File: src/rtl/cpu_loader_ctrl_pkg.sv
// Shared types and constants for the CPU loader/sequencer.
// States, command bytes and the imem write size.
package cpu_loader_pkg;

   typedef enum logic [2:0] {
      IDLE,
      LOAD_CNT,
      LOAD_DATA,
      WRITE,
      RUN,
      STEP,
      CPU_RST
   } state_t;

   localparam logic [7:0] CMD_LOAD = 8'h4C;
   localparam logic [7:0] CMD_RUN  = 8'h43;
   localparam logic [7:0] CMD_STEP = 8'h53;
   localparam logic [7:0] CMD_RST  = 8'h52;
   localparam logic [7:0] CMD_HALT = 8'h48;

   localparam logic [1:0] WSIZE_WORD = 2'b10;

   // Word count is legal when 1 <= n <= program depth.
   function automatic logic cnt_ok(input logic [7:0] n,
                                   input int depth);
      return (n != 8'd0) && (int'(n) <= depth);
   endfunction

endpackage

File: src/rtl/cpu_loader_ctrl_if.sv
// Receive-byte and imem write-port bundle.
// master = loader side, slave = link/memory side.
interface cpu_loader_ctrl_if #(
   parameter int NB_DATA         = 32,
   parameter int IMEM_ADDR_WIDTH = 5
);
   logic [7:0]                 i_rx_data;
   logic                       i_rx_valid;
   logic [NB_DATA-1:0]         o_imem_data;
   logic [IMEM_ADDR_WIDTH-1:0] o_imem_waddr;
   logic                       o_imem_wen;
   logic [1:0]                 o_mem_wsize;

   modport master (
      input  i_rx_data, i_rx_valid,
      output o_imem_data, o_imem_waddr,
      output o_imem_wen, o_mem_wsize
   );

   modport slave (
      output i_rx_data, i_rx_valid,
      input  o_imem_data, o_imem_waddr,
      input  o_imem_wen, o_mem_wsize
   );
endinterface

File: src/rtl/cpu_loader_ctrl_word_asm.sv
// Byte-to-word assembler, LSB first.
// o_word is the register with the incoming byte merged in.
module cpu_loader_word_asm #(
   parameter int NB_DATA = 32
) (
   input  logic               clk,
   input  logic               i_rst_n,
   input  logic               i_clr,
   input  logic               i_push,
   input  logic [7:0]         i_byte,
   output logic [NB_DATA-1:0] o_word,
   output logic               o_word_ready
);
   localparam int NBYTES = NB_DATA / 8;
   localparam int IW = (NBYTES > 1) ? $clog2(NBYTES) : 1;

   logic [IW-1:0]      r_idx;
   logic [NB_DATA-1:0] r_word;
   logic               w_last;

   assign w_last       = (r_idx == IW'(NBYTES - 1));
   assign o_word_ready = i_push && w_last;

   // Merge the current byte into its lane.
   always_comb begin
      o_word = r_word;
      for (int k = 0; k < NBYTES; k++) begin
         if (r_idx == IW'(k)) o_word[8*k +: 8] = i_byte;
      end
   end

   // Byte index and word register.
   always_ff @(posedge clk or negedge i_rst_n) begin
      if (!i_rst_n) begin
         r_idx  <= '0;
         r_word <= '0;
      end else if (i_clr) begin
         r_idx  <= '0;
      end else if (i_push) begin
         r_word <= o_word;
         r_idx  <= w_last ? '0 : r_idx + IW'(1);
      end
   end

endmodule

File: src/rtl/cpu_loader_ctrl.sv
// Command sequencer: program load into imem and
// run / step / halt-abort / reset control of the CPU.
module cpu_loader_ctrl
   import cpu_loader_pkg::*;
#(
   parameter int NB_DATA         = 32,
   parameter int IMEM_ADDR_WIDTH = 5,
   parameter int RST_CYCLES      = 4
) (
   input  logic              clk,
   input  logic              i_rst_n,
   cpu_loader_ctrl_if.master bus,
   input  logic              i_cpu_halt,
   output logic              o_cpu_en,
   output logic              o_cpu_rst,
   output logic              o_busy,
   output logic              o_done,
   output logic              o_err
);
   localparam int DEPTH = 1 << IMEM_ADDR_WIDTH;
   localparam int CW    = IMEM_ADDR_WIDTH + 1;
   localparam int RW    = $clog2(RST_CYCLES) + 1;

   state_t                     r_state;
   state_t                     w_next;
   logic [CW-1:0]              r_n;
   logic [CW-1:0]              r_wcnt;
   logic [RW-1:0]              r_rcnt;
   logic [NB_DATA-1:0]         r_imem_data;
   logic [IMEM_ADDR_WIDTH-1:0] r_imem_waddr;
   logic                       r_done;
   logic                       r_err;

   logic               w_valid;
   logic [7:0]         w_byte;
   logic               w_done;
   logic               w_err;
   logic               w_push;
   logic               w_clr;
   logic               w_ready;
   logic               w_wlast;
   logic [NB_DATA-1:0] w_word;
   logic [CW-1:0]      w_wcnt_inc;

   assign w_valid    = bus.i_rx_valid;
   assign w_byte     = bus.i_rx_data;
   assign w_wcnt_inc = r_wcnt + CW'(1);
   assign w_wlast    = (w_wcnt_inc == r_n);

   cpu_loader_word_asm #(
      .NB_DATA (NB_DATA)
   ) u_asm (
      .clk          (clk),
      .i_rst_n      (i_rst_n),
      .i_clr        (w_clr),
      .i_push       (w_push),
      .i_byte       (w_byte),
      .o_word       (w_word),
      .o_word_ready (w_ready)
   );

   // Next-state and one-cycle control decode.
   always_comb begin
      w_next = r_state;
      w_done = 1'b0;
      w_err  = 1'b0;
      w_push = 1'b0;
      w_clr  = 1'b0;
      unique case (r_state)
         IDLE: begin
            if (w_valid) begin
               case (w_byte)
                  CMD_LOAD: w_next = LOAD_CNT;
                  CMD_RUN:  w_next = RUN;
                  CMD_STEP: w_next = STEP;
                  CMD_RST:  w_next = CPU_RST;
                  default:  w_err  = 1'b1;
               endcase
            end
         end
         LOAD_CNT: begin
            if (w_valid) begin
               if (cnt_ok(w_byte, DEPTH)) begin
                  w_clr  = 1'b1;
                  w_next = LOAD_DATA;
               end else begin
                  w_err  = 1'b1;
                  w_next = IDLE;
               end
            end
         end
         LOAD_DATA: begin
            if (w_valid) begin
               w_push = 1'b1;
               if (w_ready) w_next = WRITE;
            end
         end
         WRITE: begin
            if (w_wlast) begin
               w_done = 1'b1;
               w_next = IDLE;
            end else begin
               w_next = LOAD_DATA;
               if (w_valid) begin
                  w_push = 1'b1;
                  if (w_ready) w_next = WRITE;
               end
            end
         end
         RUN: begin
            if (i_cpu_halt ||
                (w_valid && w_byte == CMD_HALT)) begin
               w_done = 1'b1;
               w_next = IDLE;
            end
         end
         STEP: begin
            w_done = 1'b1;
            w_next = IDLE;
         end
         CPU_RST: begin
            if (r_rcnt == RW'(RST_CYCLES - 1)) begin
               w_done = 1'b1;
               w_next = IDLE;
            end
         end
         default: w_next = IDLE;
      endcase
   end

   // State, counters, pulses and the write-port holding registers.
   always_ff @(posedge clk or negedge i_rst_n) begin
      if (!i_rst_n) begin
         r_state      <= IDLE;
         r_n          <= '0;
         r_wcnt       <= '0;
         r_rcnt       <= '0;
         r_imem_data  <= '0;
         r_imem_waddr <= '0;
         r_done       <= 1'b0;
         r_err        <= 1'b0;
      end else begin
         r_state <= w_next;
         r_done  <= w_done;
         r_err   <= w_err;
         if (w_clr) begin
            r_n    <= CW'(w_byte);
            r_wcnt <= '0;
         end else if (r_state == WRITE) begin
            r_wcnt <= w_wcnt_inc;
         end
         if (w_push && w_ready) begin
            r_imem_data  <= w_word;
            r_imem_waddr <= (r_state == WRITE) ?
                            w_wcnt_inc[IMEM_ADDR_WIDTH-1:0] :
                            r_wcnt[IMEM_ADDR_WIDTH-1:0];
         end
         if (r_state == CPU_RST) r_rcnt <= r_rcnt + RW'(1);
         else                    r_rcnt <= '0;
      end
   end

   assign bus.o_imem_data  = r_imem_data;
   assign bus.o_imem_waddr = r_imem_waddr;
   assign bus.o_imem_wen   = (r_state == WRITE);
   assign bus.o_mem_wsize  = WSIZE_WORD;

   assign o_cpu_en  = (r_state == RUN) || (r_state == STEP);
   assign o_cpu_rst = (r_state == CPU_RST);
   assign o_busy    = (r_state != IDLE);
   assign o_done    = r_done;
   assign o_err     = r_err;

endmodule

File: src/flat_wrapper.sv
// flat-port wrapper written by rule: the top's interface ports become plain ports
module cpu_loader_ctrl_flat import cpu_loader_pkg::*;
#(
   parameter int NB_DATA         = 32,
   parameter int IMEM_ADDR_WIDTH = 5,
   parameter int RST_CYCLES      = 4
)
  (clk, i_rst_n, i_cpu_halt, o_cpu_en, o_cpu_rst, o_busy, o_done, o_err, bus_i_rx_data, bus_i_rx_valid, bus_o_imem_data, bus_o_imem_waddr, bus_o_imem_wen, bus_o_mem_wsize);
  cpu_loader_ctrl_if #(.NB_DATA(NB_DATA), .IMEM_ADDR_WIDTH(IMEM_ADDR_WIDTH)) bus_i ();
  input  logic clk;
  input  logic i_rst_n;
  input  logic i_cpu_halt;
  output logic o_cpu_en;
  output logic o_cpu_rst;
  output logic o_busy;
  output logic o_done;
  output logic o_err;
  input wire logic [$bits(bus_i.i_rx_data)-1:0] bus_i_rx_data;
  input wire logic [$bits(bus_i.i_rx_valid)-1:0] bus_i_rx_valid;
  output wire logic [$bits(bus_i.o_imem_data)-1:0] bus_o_imem_data;
  output wire logic [$bits(bus_i.o_imem_waddr)-1:0] bus_o_imem_waddr;
  output wire logic [$bits(bus_i.o_imem_wen)-1:0] bus_o_imem_wen;
  output wire logic [$bits(bus_i.o_mem_wsize)-1:0] bus_o_mem_wsize;
  assign bus_i.i_rx_data = bus_i_rx_data;
  assign bus_i.i_rx_valid = bus_i_rx_valid;
  assign bus_o_imem_data = bus_i.o_imem_data;
  assign bus_o_imem_waddr = bus_i.o_imem_waddr;
  assign bus_o_imem_wen = bus_i.o_imem_wen;
  assign bus_o_mem_wsize = bus_i.o_mem_wsize;
  cpu_loader_ctrl #(.NB_DATA(NB_DATA), .IMEM_ADDR_WIDTH(IMEM_ADDR_WIDTH), .RST_CYCLES(RST_CYCLES)) u_core (.clk(clk), .i_rst_n(i_rst_n), .bus(bus_i), .i_cpu_halt(i_cpu_halt), .o_cpu_en(o_cpu_en), .o_cpu_rst(o_cpu_rst), .o_busy(o_busy), .o_done(o_done), .o_err(o_err));
endmodule
File: config.mk
export PLATFORM = sky130hd
export DESIGN_NAME = cpu_loader_ctrl_flat
export DESIGN_NICKNAME = d
export VERILOG_FILES = /design/src/rtl/cpu_loader_ctrl_pkg.sv /design/src/rtl/cpu_loader_ctrl_if.sv /design/src/rtl/cpu_loader_ctrl_word_asm.sv /design/src/rtl/cpu_loader_ctrl.sv /design/src/flat_wrapper.sv
export SDC_FILE = /design/constraint.sdc
export NUM_CORES = 1
export LEC_CHECK = 0
export BUFFER_PORTS_ARGS = -buffer_cell sky130_fd_sc_hd__buf_2
export CORE_MARGIN = 4
export CORE_UTILIZATION = 45
export DETAILED_ROUTE_END_ITERATION = 12
export REMOVE_ABC_BUFFERS = 1
export SKIP_LAST_GASP = 1
export SYNTH_ARGS = -nofsm -noshare
export SYNTH_HDL_FRONTEND = slang
export SYNTH_SLANG_ARGS = --single-unit
File: constraint.sdc
create_clock -name clk -period 5.77 [get_ports clk]
set_clock_uncertainty 0.05 [all_clocks]
set_input_delay 0.577 -clock clk [delete_from_list [all_inputs] [get_ports clk]]
set_output_delay 0.577 -clock clk [all_outputs]
set_load 0.02 [all_outputs]
==> impl_results.md, run 1 <==
* Vias in the first global route at 2624
* Peak Freq at 0.379 GHz
* Post_cts resized at 0
* Post-Syn Instances at 329
* CTS Root Cell: clkbuf_8
* P_leak at 2.49 nW
* Slowest stage cell, crit path: dfrtp_1
* Non-filler cells, final at about 490
* # setup viols final at 0
* CTS tree: done
* Die Span Y at between 100 and 150 µm
* Largest net degree at the start of global routing at 84
* Final instance area at 4620 µm²
* PD cells at 329 nW/µm²
* Max cap viols at 0
* Routed Antenna Nets at 0
* Cts bufs inserted at 9
* Post-synth top cells: 83 x dfrtp_1, 53 x mux2_2, 32 x nand2_1
* Max VDD drop at 129 µV
* Worst Setup End Kind: register
* Crit-path leading delay family: compound AO/OA/AOI/OAI gates
* GPL Wtd Cong at 0.765
* TNS Setup at 0 ns
* Worst Path Required at 5.95 ns
* Number of port buffers at 54
* Crit share post-route at 0.458
* Starting DRT DRC Count at 113
* Hold_ws at 0.367 ns
* PnR Total Power at about 1.5 mW
* Startpoint Class: register
* Final hold violation count at 0
* Placed cell areas at 4400 µm²
* Layout cell share with drive strength beyond 1 at 0.416
* CP Cell Sequence: ha_1, or2b_1, a21o_1, a31o_4, a31oi_4, nand2_8, mux2_4
* CTS H-Tree Depth at 3
* Layout area overhead at 10.8%
* CP Max Fanout at 37
* Slew HR at 0.117
* Crit path arrival time at 2.82 ns
* Post-CTS setup buffers at 0
* Final WL at 7920 µm
* Ys async rst share at 1.00
* DP HPWL at around 5300 µm
* Synthesized flop and latch total at 83
* Final Core Density at 0.522
* Antenna violations before repair at 0
* Die area at roughly 11000 µm²
* Vias per std cell at 5.20
* Yosys cell types at 51
* Pre-CTS WS at 2.80 ns
* Initial core utilization at 0.471
* Top-area cell type share of the netlist area at 0.498
* Remaining DRCs at 0
* GRT Overall Usage at 0.152
* Routed via count at 2521
* Synth Area per Inst at ~13 µm²
* Clock latency on the worst-skew pair at 0.34 ns
* Pins over their slew limit at 0
* Worst path max stage delay at 0.45 ns
* RSZ-0062 raised after global routing: no
* Placed Cells at 470
* Least-Margin Pin Slew at 1.31 ns
* Final min period at 2.64 ns
* Status: finished, final reports clean
* Final WS setup at approximately 3.1 ns
* Leading area contributor after synthesis: dfrtp_1
* Hold crit path type: in2async
* Number of synthesized flops with an enable pin at 0
* Final nets at a little under 400
* Cts hold-fix bufs at 0
* WL/cell at 16.3 µm
* Die X at 104 µm
* Clock Sinks at 83
* Most frequent cell after synthesis: dfrtp_1
* Setup CP Type: reg2reg
* Cell row count at 34
* I/O pin count at 57
* Post-synthesis instance area at 4170 µm²
* Ys flop type: dfrtp_1
* Gr ovfl total at 0
* Seq/Total Area, Yosys at 0.498
* First-pass detailed-route iteration total at 4
* YS warnings at 0
* Antenna Cells at 0
* Max clock buf depth at 2
* Core outline area at slightly below 9000 µm²
* Synth top area cells: dfrtp_1 50%, mux2_2 14%, mux2_4 9.7%
* Buf/Inv on CP at 0
* Clock slew at reported path FFs at 0.08 ns
* Global-route wire length before repair at 13400 µm
==> final cells by class <==
type                    count  area [µm²]
repair buffers             54         273
clock buffers              11         141
well taps                 108         135
fillers                   788        4230
inverters                  12        45.0
clock inverters             4        73.8
multi-input cells         213        1870
flip-flops and latches     83        2080
==> power breakdown <==
part           switching [mW]  total (mW)  internal (mW)
Clock                   0.201       0.456          0.254
Combinational           0.210       0.396          0.185
Sequential             0.0469       0.671          0.624
==> per-layer routing <==
layer	vias up	global-route usage	wire (µm)
li1	1228	-	-
met1	1238	0.218	3880
met3	11	0.0310	278
met2	44	0.230	3630
met5	-	0	0
met4	0	0.0541	131
==> final timing paths <==
check,from,depth (start not counted),slack [ns],end
max in group asynchronous,i_rst_n,1,4.66,u_core.bus.o_imem_data[27]
min,i_rst_n,1,0.37,u_core.bus.o_imem_data[20]
min reg2reg,u_core.r_rcnt[0],1,0.39,u_core.r_rcnt[0]
max reg2reg,u_core.r_wcnt[0],7,3.13,u_core.bus.o_imem_data[12]
max,u_core.r_wcnt[0],7,3.13,u_core.bus.o_imem_data[12]
min in group clk,u_core.r_rcnt[0],1,0.39,u_core.r_rcnt[0]
==> state kept, by name, indices dropped and copies added, names as in the netlist <==
| register | cells |
|---|---|
| u_core.bus.o_imem_data | 32 |
| u_core.r_wcnt | 6 |
| u_core.u_asm.r_word | 24 |
| u_core.bus.o_imem_waddr | 5 |
| u_core.o_done | 1 |
| u_core.r_rcnt | 3 |
| u_core.u_asm.r_idx | 2 |
| u_core.r_state | 3 |
| u_core.r_n | 6 |
| u_core.o_err | 1 |
==> layout by cell type, fill, tap and decap left out, types with 2 or more instances in the layout <==
cell	instances
nor2_1	20
nand3_1	6
inv_1	12
a31oi_1	2
mux2_2	53
nor2b_1	2
nor3_1	4
buf_2	53
nand2_2	3
xnor2_1	9
o31ai_1	3
a22oi_1	2
nor3b_1	2
xor2_1	4
o21ai_0	2
mux2_4	27
nand2_1	32
or2b_1	2
clkbuf_8	10
mux2i_1	6
bufinv_16	2
conb_1	2
ha_1	7
dfrtp_1	83
nor4b_1	2
==> cells by family (layout without fill, tap and decap cells) <==
family | count (synthesis) | after routing | synth area share
xor+xnor | 13 | 13 | 0.0273
buf+inv | 33 | 81 | 0.0522
mux | 86 | 86 | 0.255
flops | 83 | 83 | 0.498
other cells | 2 | 2 | 0.00180
fa+ha+maj | 7 | 7 | 0.0210
simple gates | 82 | 82 | 0.0966
compound gates | 23 | 23 | 0.0480
No activity file was read; power rests on OpenSTA's default activity.
==> run 2, diff against run 1 <==
PLACE_DENSITY = 0.67   (was default)
clock period = 2.1 ns   (was 5.77 ns; I/O delays follow)
==> run 2 against run 1 <==
  * The flow now finishes with violations (negative setup slack)
  * Register-to-register slack worse by 3.3 ns
  * Die area stayed put
  * Total power grew to 3.0 times the previous value
  * Setup slack worse by 3.3 ns
  * First-iteration DRC count is 30% lower
  * Hold slack worse by 0.27 ns
  * Flip-flop and latch count stayed put
  * Non-clock buffer count is 25 higher
  * Largest power group unchanged
==> impl_results.md, run 2 (same netlist as run 1, synthesis figures left out) <==
* RSZ-0062 raised after global routing: yes
* Hold Path Stages at 3
* CP Cell Sequence: ha_4, or2b_1, a21o_1, a31o_4, a31oi_4, nand2_8, buf_12, mux2_4
* Slowest stage cell, crit path: dfrtp_1
* Final WS setup at -0.150 ns (-3.28 ns)
* Placed Cells at 490 (+4.3%)
* Gr ovfl total at 0 (unchanged)
* Antenna violations before repair at 0 (unchanged)
* Max FFs per register at 32 (unchanged)
* CTS tree: done
* First-pass detailed-route iteration total at 4 (unchanged)
* Non-filler cells, final at 511 (+5.4%)
* Register area at 2080 µm² (unchanged)
* Worst hold path endpoint: u_core.r_n[2]
* Vias in the first global route at 2779 (+5.9%)
* Cell row count at 34 (unchanged)
* Worst Path Required at 2.29 ns (-3.66 ns)
* Setup CP Type: reg2reg
* Largest net degree at the start of global routing at 49 (-42%)
* Least-Margin Pin Slew at 0.547 ns (-0.766 ns)
* Final WL at 8440 µm (+6.5%)
* Routed via count at 2661 (+5.6%)
* Startpoint Class: register
* GRT Overall Usage at 0.159 (+0.00696)
* Worst Setup End Kind: register
* Fill cells at 780 (-1.0%)
* End of the worst register-to-register path: u_core.bus.o_imem_data[9]
* Die Span Y at 104 µm (unchanged)
* WL/cell at 16.5 µm (+1.1%)
* Multi-input gate area at 1970 µm² (+5.3%)
* Most common cell after layout, fill and taps aside: dfrtp_1
* Pre-CTS WS at -0.207 ns (-3.01 ns)
* Max clock buf depth at 2 (unchanged)
* Die area at 10900 µm² (unchanged)
* CP Max Fanout at 18 (-51%)
* I/O pin count at 57 (unchanged)
* CTS H-Tree Depth at 3 (unchanged)
* Crit share post-route at 1.07 (+0.614)
* Final min period at 2.25 ns (-0.391 ns)
* Vias per std cell at 5.21 (+0.18%)
* P_leak at 2.71 nW (+9.0%)
* Layout cell share with drive strength beyond 1 at 0.476 (+0.0600)
* Layout area overhead at 19.8%
* DP HPWL at 5790 µm (+10%)
* Most frequent cells in the layout: 83 x dfrtp_1, 53 x buf_2, 52 x mux2_2, 31 x nand2_1, 28 x mux2_4
* Peak Freq at 0.445 GHz (+17%)
* Final nets at 417 (+6.4%)
* Crit path arrival time at 2.44 ns (-0.38 ns)
* Clock latency on the worst-skew pair at 0.35 ns (about the same)
* Starting DRT DRC Count at 79 (-30%)
* CTS Root Cell: clkbuf_8
* Max VDD drop at 491 µV (+280%)
* Routed Antenna Nets at 0 (unchanged)
* PD cells at 924 nW/µm² (+180%)
* Status: finished, violations left
* Worst r2r path cells at 8 (+1)
* Remaining DRCs at 0 (unchanged)
* Hold_ws at 0.0978 ns (-0.269 ns)
* Core outline area at 8850 µm² (unchanged)
* Flop2flop setup slack at -0.15 ns (-3.28 ns)
* Antenna Cells at 0 (unchanged)
* Worst path max stage delay at 0.42 ns (-0.03 ns)
* Slew HR at 0.635 (+0.518)
* Failing checks: negative setup slack
* Number of port buffers at 54 (unchanged)
* Clock slew at reported path FFs at 0.09 ns (about the same)
* GPL Wtd Cong at 0.874 (+14%)
* Die X at 104 µm (unchanged)
* Hold crit path type: in2reg
* Critical R2R Launch: u_core.r_wcnt[1]
* Pins over their slew limit at 0 (unchanged)
* Max cap viols at 0 (unchanged)
* Final hold violation count at 0 (unchanged)
* Initial core utilization at 0.471 (unchanged)
* Hold path start: bus_i_rx_data[2]
* Final Core Density at 0.564 (+0.0424)
* Cts bufs inserted at 9 (unchanged)
* # setup viols final at 61 (+61)
* PnR Total Power at 4.61 mW (+200%)
* Global-route wire length before repair at 13900 µm (+3.9%)
* Clock Sinks at 83 (unchanged)
==> run 2: cell types whose count changed in the layout (fill, tap and decap cells not counted), sizes merged <==
| cell | previous run | this run |
|---|---|---|
| clkinv | 1 | 2 |
| dlygate4sd3 | 0 | 1 |
| inv | 13 | 15 |
| buf | 54 | 78 |
| clkbuf | 11 | 9 |
==> run 2: worst max-delay path: cells and delay by family (launching register included) <==
family	cells	cell delay, ns
mux	1	0.30
flops	1	0.42
compound gates	3	0.69
simple gates	2	0.32
buf+inv	1	0.18
fa+ha+maj	1	0.17
==> run 2: routing by layer <==
| layer | wire, µm | share of wire | track usage | vias up |
|---|---|---|---|---|
| met3 | 374 | 0.044 | 0.0385 | 8 |
| met4 | 112 | 0.013 | 0.0484 | 0 |
| met2 | 4160 | 0.49 | 0.255 | 44 |
| li1 | - | - | - | 1268 |
| met5 | 0 | 0 | 0 | - |
| met1 | 3790 | 0.45 | 0.215 | 1341 |
==> run 2: final cells by class <==
type,count,share of cell area
flip-flops and latches,83,0.416
well taps,108,0.0271
multi-input cells,213,0.395
clock buffers,9,0.0248
repair buffers,79,0.107
clock inverters,7,0.0213
inverters,12,0.00902
==> run 2: report_power, final <==
part / switching [mW] / internal [mW]
Combinational: 0.730 / 0.737
Sequential: 0.109 / 1.71
Clock: 0.632 / 0.691
Total: 1.47 / 3.14
==> run 2: stage by stage <==
| step | setup TNS (ns) | instance area [µm²] |
|---|---|---|
| finish | -7.90 | 4990 |
| global route | -11.25 | 4990 |
| CTS | -9.94 | 4900 |
| detailed placement | -9.28 | 4600 |
| global placement | -7.96 | 4600 |
| floorplan | -12.08 | 4000 |
==> run 2: how the worst max path moves through the flow <==
stage | from | endpoint | slack [ns] | cells past startpoint
2_1_floorplan | u_core.r_wcnt[0] | u_core.bus.o_imem_data[0] | -0.27 | 7
3_3_place_gp | u_core.r_wcnt[0] | u_core.u_asm.r_word[13] | -0.17 | 8
3_5_place_dp | u_core.r_wcnt[0] | u_core.u_asm.r_word[13] | -0.21 | 8
4_1_cts | u_core.r_wcnt[0] | u_core.bus.o_imem_data[17] | -0.19 | 8
5_1_grt | u_core.r_wcnt[1] | u_core.bus.o_imem_waddr[0] | -0.22 | 9
6_report | u_core.r_wcnt[1] | u_core.bus.o_imem_data[9] | -0.15 | 8
==> run 2: what timing repair did <==
item                                    4_1_cts  5_1_grt
hold buffers                                  1        0
endpoints found under the setup margin       61       65
resized for setup                             6       14
buffers inserted                              3        1
endpoints found under the hold margin        35        0
pin swaps                                     1        5
==> run 3, diff against run 2 <==
--- a/config.mk
+++ b/config.mk
@@ -7,2 +7,3 @@
 export LEC_CHECK = 0
+export ABC_CLOCK_PERIOD_IN_PS = 2370
 export BUFFER_PORTS_ARGS = -buffer_cell sky130_fd_sc_hd__buf_2
@@ -11,3 +12,2 @@
 export DETAILED_ROUTE_END_ITERATION = 12
-export PLACE_DENSITY = 0.67
 export REMOVE_ABC_BUFFERS = 1
==> constraint.sdc (replaced) <==
create_clock -name clk -period 2.37 [get_ports clk]
set_clock_uncertainty 0.05 [all_clocks]
set_input_delay 0.237 -clock clk [delete_from_list [all_inputs] [get_ports clk]]
set_output_delay 0.237 -clock clk [all_outputs]
set_load 0.05 [all_outputs]
==> run 3 against run 2 <==
  * The run now ends clean
  * Clock power shrank 27%
  * Sequential power shrank 12%
  * Register-to-register slack gained 0.22 ns
  * Count of clock-buffer cells in the layout grew 1
  * Flip-flop and latch count is the same
  * Core utilization shrank 1.8 points
  * Critical endpoint is now u_core.u_asm.r_word[16]
  * Largest power group unchanged
==> impl_results.md, run 3 (same netlist as run 1, synthesis figures left out) <==
* Status: finished, final reports clean
* Worst Path Required at 2.56 ns (+0.27 ns)
* Non-filler cells, final at 503 (-1.6%)
* Final hold violation count at 0 (unchanged)
* Gr ovfl total at 0 (unchanged)
* Worst path max stage delay at 0.36 ns (-0.06 ns)
* Die X at 104 µm (unchanged)
* Cts bufs inserted at 9 (unchanged)
* Crit path arrival time at 2.48 ns (+0.04 ns)
* Core outline area at 8850 µm² (unchanged)
* WL/cell at 16.7 µm (+1.4%)
* Clock slew at reported path FFs at 0.08 ns (about the same)
* CTS tree: done
* CP Max Fanout at 8 (-10)
* Most frequent cells in the layout: 83 x dfrtp_1, 53 x buf_2, 51 x mux2_2, 32 x nand2_1, 29 x mux2_4
* Hold crit path type: in2reg
* Register area at 2080 µm² (unchanged)
* Final WS setup at 0.0721 ns (+0.222 ns)
* PD cells at 761 nW/µm² (-18%)
* Max cap viols at 0 (unchanged)
* First-pass detailed-route iteration total at 4 (unchanged)
* Max VDD drop at 410 µV (-16%)
* GPL Wtd Cong at 0.828 (-5.2%)
* Buf/Inv on CP at 1 (unchanged)
* Number of port buffers at 54 (unchanged)
* P_leak at 2.60 nW (-4.0%)
* Largest net degree at the start of global routing at 44 (-10%)
* Most common cell after layout, fill and taps aside: dfrtp_1
* Max clock buf depth at 2 (unchanged)
* Global-route wire length before repair at 14100 µm (+1.2%)
* Cell row count at 34 (unchanged)
* Placed cell areas at 4560 µm² (-0.98%)
* Slew HR at 0.628 (-0.00660)
* Final min period at 2.30 ns (+0.0483 ns)
* Layout cell share with drive strength beyond 1 at 0.448 (-0.0283)
* Layout area overhead at 16.1%
* Placed Cells at 484 (-1.2%)
* Worst Setup End Kind: register
* Routed Antenna Nets at 0 (unchanged)
* Peak Freq at 0.435 GHz (-2.1%)
* Pre-CTS WS at 0.0467 ns (+0.254 ns)
* Die Span Y at 104 µm (unchanged)
* Multi-input gate area at 1920 µm² (-2.7%)
* Crit share post-route at 0.970 (-0.102)
* CTS H-Tree Depth at 3 (unchanged)
* Final WL at 8420 µm (-0.17%)
* Setup CP Type: reg2reg
* CTS Root Cell: clkbuf_8
* Vias in the first global route at 2808 (+1.0%)
* CP Cell Sequence: ha_2, or2b_1, a21o_1, a31o_4, a31oi_4, buf_8, nand2_8, mux2_4
* Clock latency on the worst-skew pair at 0.35 ns (about the same)
* Startpoint Class: register
* Remaining DRCs at 0 (unchanged)
* GRT Overall Usage at 0.162 (+0.00277)
* Routed via count at 2666 (+0.19%)
* Initial core utilization at 0.471 (unchanged)
* Slowest stage cell, crit path: dfrtp_1
* Die area at 10900 µm² (unchanged)
* Pins over their slew limit at 0 (unchanged)
* RSZ-0062 raised after global routing: yes
* Vias per std cell at 5.30 (+1.8%)
* Fill cells at 781 (+0.13%)
* # setup viols final at 0 (-100%)
* I/O pin count at 57 (unchanged)
* Final Core Density at 0.547 (-0.0175)
* Antenna violations before repair at 0 (unchanged)
* DP HPWL at 5750 µm (-0.78%)
* Final instance area at 4840 µm² (-3.1%)
* Max FFs per register at 32 (unchanged)
* Final nets at 409 (-1.9%)
* Least-Margin Pin Slew at 0.557 ns (+0.00989 ns)
* Starting DRT DRC Count at 95 (+20%)
* Crit-path leading delay family: compound AO/OA/AOI/OAI gates
* Clock Sinks at 83 (unchanged)
* Antenna Cells at 0 (unchanged)
## run 3: final cells by class
type / count / share of cell area
inverter: 12 / 0.00931
clock inverter: 6 / 0.0103
clock buffer: 10 / 0.0284
sequential: 83 / 0.429
tap: 108 / 0.0279
timing repair buffer: 71 / 0.0977
multi-input combinational: 213 / 0.397
## run 3: path summary, 6_finish.rpt
path                       slack, ns              from  cells after the start                        end
setup / recovery                0.07  u_core.r_wcnt[1]                      8    u_core.u_asm.r_word[16]
hold / removal                  0.17        i_cpu_halt                      4              u_core.o_done
setup reg to reg                0.07  u_core.r_wcnt[1]                      8    u_core.u_asm.r_word[16]
hold reg to reg                 0.39  u_core.r_rcnt[0]                      1           u_core.r_rcnt[0]
max in group asynchronous       1.30           i_rst_n                      3     u_core.u_asm.r_word[9]
min in group asynchronous       0.35           i_rst_n                      2  u_core.bus.o_imem_data[5]
## run 3: worst min-delay path: cells and delay by family
| family | cells | cell delay [ns] |
|---|---|---|
| compound gates | 1 | 0.13 |
| simple gates | 2 | 0.09 |
| buf+inv | 1 | 0.08 |
## run 3: metal layers
metal | vias up | routed length (µm) | global-route usage
li1 | 1251 | - | -
met1 | 1328 | 3920 | 0.223
met2 | 69 | 3910 | 0.248
met3 | 18 | 400 | 0.0304
met4 | 0 | 195 | 0.0760
met5 | - | 0 | 0
## run 3: per-stage QoR
stage | hold WS, ns | setup TNS [ns] | total power [mW]
2_1_floorplan | -0.109 | 0 | 2.45
3_3_place_gp | 0.208 | 0 | 2.69
3_5_place_dp | 0.214 | 0 | 2.71
4_1_cts | 0.149 | 0 | 3.68
5_1_grt | 0.184 | -0.0136 | 3.91
6_report | 0.171 | 0 | 3.68
## run 3: what timing repair did
action                                  CTS  global route
hold endpoints to repair                 40             0
gates resized for setup                   0            11
endpoints found under the setup margin    0            24
setup buffers                             0             2
hold buffers                              1             0
## run 3: where the power goes
group / switching [mW] / internal, mW
Combinational: 0.625 / 0.490
Sequential: 0.0920 / 1.52
Clock: 0.541 / 0.418
